<file path="config.mk">
export PLATFORM = sky130hd
export DESIGN_NAME = fetch_stage
export DESIGN_NICKNAME = d
export VERILOG_FILES = /design/src/rtl/fetch_stage.sv
export SDC_FILE = /design/constraint.sdc
export NUM_CORES = 1
export LEC_CHECK = 0
export ABC_AREA = 1
export CAP_MARGIN = 20
export CELL_PAD_IN_SITES_DETAIL_PLACEMENT = 2
export CELL_PAD_IN_SITES_GLOBAL_PLACEMENT = 2
export CORE_MARGIN = 3
export CORE_UTILIZATION = 25
export CTS_CLUSTER_SIZE = 20
export DETAILED_ROUTE_END_ITERATION = 7
export GPL_TIMING_DRIVEN = 0
export PLACE_DENSITY = 0.91
export SYNTH_ARGS = -nofsm -noshare
export SYNTH_HDL_FRONTEND = slang
export SYNTH_SLANG_ARGS = --single-unit
</file>
<file path="constraint.sdc">
create_clock -name clk -period 5.9 [get_ports clk]
set_input_delay 1.18 -clock clk [delete_from_list [all_inputs] [get_ports clk]]
set_output_delay 1.18 -clock clk [all_outputs]
set_load 0.1 [all_outputs]
</file>
<file path="src/rtl/fetch_stage.sv">
// fetch_stage: PC register, next-PC select and IF/ID pipeline register.
// Optional perf counters are built when IF_PERF_CNT_EN is defined.
module fetch_stage #(
  parameter logic [31:0] RESET_PC = 32'h0000_0000
) (
  input  logic        clk,
  input  logic        rst,
  input  logic        remain_pc,
  input  logic        branch,
  input  logic        jump,
  input  logic        jr,
  input  logic [31:0] jr_target,
  input  logic [31:0] imem_rdata,
  output logic [31:0] imem_addr,
  output logic [31:0] pc,
  output logic [31:0] id_instr,
  output logic [31:0] id_pc4,
  output logic        id_valid,
  output logic [31:0] fetch_cnt,
  output logic [31:0] stall_cnt,
  output logic [31:0] flush_cnt
);

  logic [31:0] pc_plus4;
  logic [31:0] br_off;
  logic [31:0] br_tgt;
  logic [31:0] j_tgt;
  logic [31:0] jr_tgt;
  logic [31:0] redir_tgt;

  assign imem_addr = pc;
  assign pc_plus4  = pc + 32'd4;

  assign br_off = {{14{id_instr[15]}},
                   id_instr[15:0], 2'b00};
  assign br_tgt = id_pc4 + br_off;
  assign j_tgt  = {id_pc4[31:28],
                   id_instr[25:0], 2'b00};
  assign jr_tgt = {jr_target[31:2], 2'b00};

  // Redirect target: jr over jump over branch.
  always_comb begin
    redir_tgt = br_tgt;
    unique case (1'b1)
      jr:      redir_tgt = jr_tgt;
      jump:    redir_tgt = j_tgt;
      default: redir_tgt = br_tgt;
    endcase
  end

  // PC and IF/ID: reset, hold, squash-and-redirect, or advance.
  always_ff @(posedge clk) begin
    if (rst) begin
      pc       <= RESET_PC;
      id_instr <= 32'd0;
      id_pc4   <= 32'd0;
      id_valid <= 1'b0;
    end else if (remain_pc) begin
      pc       <= pc;
      id_instr <= id_instr;
      id_pc4   <= id_pc4;
      id_valid <= id_valid;
    end else if (branch) begin
      pc       <= redir_tgt;
      id_instr <= 32'd0;
      id_pc4   <= 32'd0;
      id_valid <= 1'b0;
    end else begin
      pc       <= pc_plus4;
      id_instr <= imem_rdata;
      id_pc4   <= pc_plus4;
      id_valid <= 1'b1;
    end
  end

`ifdef IF_PERF_CNT_EN
  logic [31:0] fetch_q;
  logic [31:0] stall_q;
  logic [31:0] flush_q;

  // Count advances, holds and redirects with the same priority as the PC.
  always_ff @(posedge clk) begin
    if (rst) begin
      fetch_q <= 32'd0;
      stall_q <= 32'd0;
      flush_q <= 32'd0;
    end else if (remain_pc) begin
      stall_q <= stall_q + 32'd1;
    end else if (branch) begin
      flush_q <= flush_q + 32'd1;
    end else begin
      fetch_q <= fetch_q + 32'd1;
    end
  end

  assign fetch_cnt = fetch_q;
  assign stall_cnt = stall_q;
  assign flush_cnt = flush_q;
`else
  assign fetch_cnt = 32'd0;
  assign stall_cnt = 32'd0;
  assign flush_cnt = 32'd0;
`endif

endmodule

</file>
# After elaboration in Yosys (flattened, before gate mapping)
# Index checks and enable logic that the tools add are counted.
# word_totals
ff_bits	97
in_bits	70
out_inout_bits	225
elab_cells	11
# op_classes
addsub	2
mux	5
# ops
op	count
$mux W32	3
$pmux W32 S2	1
$add A32 B3 Y32 const B	1
$add A32 B32 Y32	1
$mux W1	1

# Logic depth before layout (Yosys ltp)
# depth
word_depth	3
depth_mapped	15
mapped_depth_nobuf	15

# Least setup slack after synthesis
# OpenSTA, ideal clock, no wires.
# synth_path
path_kind	reg-to-reg
startpoint	register id_instr[15]
endpoint	register pc[18], in the netlist imem_addr[18]
setup_time_ps	132
arrival_ps	2640
required_time_ps	5768
path_slack_ps	3128
stages_incl_launch_ff	13
path_buffers	0
period_less_slack_ps	2772
cell_sequence	dfxtp_1 -> ha_1 -> nand2_1 -> inv_1 -> nand2_1 -> inv_1 -> a21oi_1 -> nand2_1 -> or2_2 -> nand3_1 -> nand3_1 -> nand2_1 -> a21oi_1
# synth_between
elab_chain_cells	3
# synth_rtl
element	line_no	text
from (decl)	16	output logic [31:0] id_instr,
from (signal assigned)	60	id_instr <= id_instr;
from (signal assigned)	70	id_instr <= imem_rdata;
$add A32 B32 Y32	36	assign br_tgt = id_pc4 + br_off;
$pmux W32 S2	44	unique case (1'b1)
$mux W32	63	end else if (branch) begin
to (signal assigned)	59	pc <= pc;
to (signal assigned)	64	pc <= redir_tgt;
to (signal assigned)	69	pc <= pc_plus4;
to (decl)	15	output logic [31:0] pc,
# No other way between the ends.
# A chain may end at the register's enable or synchronous reset.

# Worst setup path after layout
# layout_path
startpoint	register id_instr[15]
endpoint	output id_instr[15]
# No word-level cell between the ends.

==> summary.md <==
| Metric | Value |
|---|---|
| Most common flop cell mapped by yosys | `dfxtp_1` |
| Number of distinct library cells after synthesis | `45` |
| DP Area | `10900 sq um` |
| Worst-Skew Late Latency | `0.37 ns` |
| Slew Viols, Final | `0` |
| Post-Syn Area | `8110 sq um` |
| Critical path peak fanout | `18` |
| LEAKAGE | `about 5.4 nW` |
| Sequential Power Share | `0.298` |
| Final Critical Period | `3.65 ns` |
| Tot Pwr | `approximately 2.5 mW` |
| Post-Route WL | `40.9 mm` |
| # setup viols final | `0` |
| Async SR Flop Fraction | `0` |
| Die width | `186 um` |
| Crit end category | `output pin` |
| Post-DP HPWL | `around 34 mm` |
| Post-layout instance area | `roughly 11000 sq um` |
| Slew Limit Headroom | `0.283` |
| Final Hold Viols | `0` |
| Comb pwr share | `0.448` |
| CTS Hold Bufs | `0` |
| Port bufs | `~190` |
| Worst R2R Start | `id_instr[0]$_SDFFE_PP0N_` |
| Startpoint types | `flip-flop` |
| Resize count post-CTS | `0` |
| Tcrit/Tclk final | `0.618` |
| Hold path endpoint | `id_instr[26]$_SDFFE_PP0N_` |
| Avg Cell Area, Syn | `6.10 sq um` |
| Max Buffers Root-to-Sink | `2` |
| Via count | `9801` |
| Synth top area cells | `dfxtp_1 24%, nand2_1 20%, buf_4 12%, inv_1 7.3%, nand3_1 6.2%` |
| Sw power | `1.24 mW` |
| Unrepaired setup endpoints after global routing | `false` |
| Reg2reg end | `imem_addr[18]$_SDFFE_PP0N_` |
| Final Wtd Congestion | `0.891` |
| First drt pass iteration count | `5` |
| Worst slew pin tran | `1.07 ns` |
| Worst reg2reg setup slack | `~3.2 ns` |
| Clock power frac | `0.254` |
| Pwr/cell area | `226 nW/um^2` |
| Vias in the first global route | `10400` |
| WL/cell | `20.1 um` |
| DR DRC count | `0` |
| CP required | `4.72 ns` |
| Global-route usage over all layers | `0.233` |
| Worst Setup Path Type | `reg2out` |
| Post-CTS setup buffers | `0` |
| WHS Path Cells | `2` |
| CTS Buf Count | `9` |
| Internal | `between 1 and 1.5 mW` |
| Setup TNS | `0 ns` |
| TritonCTS clock tree | `done` |
| H-tree depth | `3` |
| Worst EP arrival | `2.47 ns` |
| Status | `finished clean` |
| Hold Path Origin | `id_instr[26]$_SDFFE_PP0N_` |
| Clk slew on worst S/H paths | `0.08 ns` |
| Ant diodes | `0` |
| Syn Inst Count | `1330` |
| Area share of the largest cell type after synthesis | `0.240` |
| Max Freq | `0.274 GHz` |
| Grt ovf | `0` |
| Sw frac | `0.492` |
| Sequential area share after synthesis | `0.240` |
| Die area | `34600 sq um` |
| Area growth from synthesis to layout | `38.1%` |
| Delay-heaviest family, CP | `buffers and inverters` |
| DR iter-0 viols | `just under 600` |
| Final Core Density | `0.353` |
| First-pass GRT wire length | `61.4 mm` |
| Most common cell in the netlist | `nand2_1` |
| Clock Skews | `0.0117 ns` |
| Most common library cells after synthesis | `434 x nand2_1, 158 x inv_1, 129 x buf_4, 101 x nand3_1, 97 x dfxtp_1` |
| I/O pins | `295` |
| CTS Sinks | `97` |
| Crit path max-delay cell type | `clkdlybuf4s50_1` |
| Clk root buf | `clkbuf_16` |
| CP Buf/Inv Count | `1` |
| Post-route antenna net violation count | `0` |
| Number of synthesized flops with an enable pin | `0` |
| Largest net degree at the start of global routing | `19` |
| Cell chain of the critical path | `clkdlybuf4s50_1` |
| Initial antenna violation count | `2` |
| Register bit total from synthesis | `97` |
| Worst Hold Class | `reg2reg` |
| Vias/cell | `4.81` |
| Initial core utilization | `0.256` |
| Max Cap Violations | `0` |
| VDD IR max | `about 0.14 mV` |
| Slowest Stage Delay on Critical Path | `1.27 ns` |
| Post-synth top area cell | `dfxtp_1` |
| FP Rows | `65` |
| WHS | `between 0.4 and 0.5 ns` |
| Nets | `1730` |
| Core footprint | `about 32000 sq um` |
| Synthesis Warnings | `0` |
| Reg2reg path depth | `13` |
| Share of cells above drive strength 1 | `0.125` |
| Die height | `roughly 190 um` |
## per-layer routing
metal  up-vias  track usage  part of all wire
met5         -            0           0.00032
met4         2       0.0617             0.024
met3        45       0.0508             0.067
met2       328        0.414              0.49
met1      4819        0.284              0.42
li1       4607            -                 -
## per-stage QoR
stage          instances  setup WS, ns
4_1_cts             2036          2.21
6_report            2036          2.25
3_5_place_dp        2020          2.31
3_3_place_gp        2020          2.49
5_1_grt             2036          2.14
2_1_floorplan       1425          3.13
## worst reg2reg max path, stage by stage (launching register included)
cell,delay (ns)
dfxtp_1,0.38
ha_1,0.33
fa_1,0.49
nand3_1,0.12
nand3_1,0.22
nand2_1,0.15
nand2_1,0.09
nand2_1,0.08
nand2_1,0.08
or2_2,0.29
nand3_1,0.08
nand3_1,0.09
nand2_1,0.08
a21oi_1,0.06
## registers in the layout (all words and copies together), names as in the netlist
signal	cells
id_instr	32
id_pc4	32
id_valid	1
imem_addr	32
## placed cells by master, fill, tap and decap left out, types with 8 or more instances in the layout
master and count:
a21oi_1 91, a22o_1 12, or2_2 12, clkbuf_16 9
nor3_1 14, ha_1 30, clkdlybuf4s50_1 193, clkbuf_1 26
buf_2 11, nor2_1 72, conb_1 96, nand3_1 101
nor3_2 8, dfxtp_1 97, nand2_1 434, o21ai_0 57
inv_1 158, buf_4 129
## layout make-up
class / instances / area [sq um]
multi-input cells: 994 / 4750
clock inverters: 6 / 71.3
well taps: 402 / 503
inverters: 164 / 616
flip-flops and latches: 97 / 1940
plain buffers: 170 / 1160
repair buffers: 193 / 1930
clock buffers: 10 / 229
fillers: 3915 / 20500
## kinds of logic after synthesis
kind of cell | Yosys count | synth area share
other | 1 | 0.000463
adders and majority gates | 31 | 0.0488
AOI/OAI and AO/OA | 194 | 0.137
and+or+nand+nor | 664 | 0.346
buffers and inverters | 334 | 0.219
DFF | 97 | 0.240
xor gates and xnor gates | 9 | 0.00972
## worst max-delay path by stage
stage | cells after the start | slack (ns) | to | startpoint
2_1_floorplan | 12 | 3.13 | imem_addr[18]$_SDFFE_PP0N_ | id_instr[15]$_SDFFE_PP0N_
3_3_place_gp | 8 | 2.49 | imem_addr[16]$_SDFFE_PP0N_ | jump
3_5_place_dp | 8 | 2.31 | imem_addr[8]$_SDFFE_PP0N_ | jump
4_1_cts | 1 | 2.21 | id_instr[15] | id_instr[15]$_SDFFE_PP0N_
5_1_grt | 1 | 2.14 | id_instr[15] | id_instr[15]$_SDFFE_PP0N_
6_report | 1 | 2.25 | id_instr[15] | id_instr[15]$_SDFFE_PP0N_
## power groups by stage
stage | clock, mW | combinational [mW] | sequential (mW)
finish | 0.643 | 1.13 | 0.753
global route | 0.676 | 1.18 | 0.758
global placement | 0 | 1.10 | 0.767
floorplan | 0 | 0.630 | 0.992
CTS | 0.647 | 1.13 | 0.753
detailed placement | 0 | 1.12 | 0.768
Power figures use the tool's default switching activity.
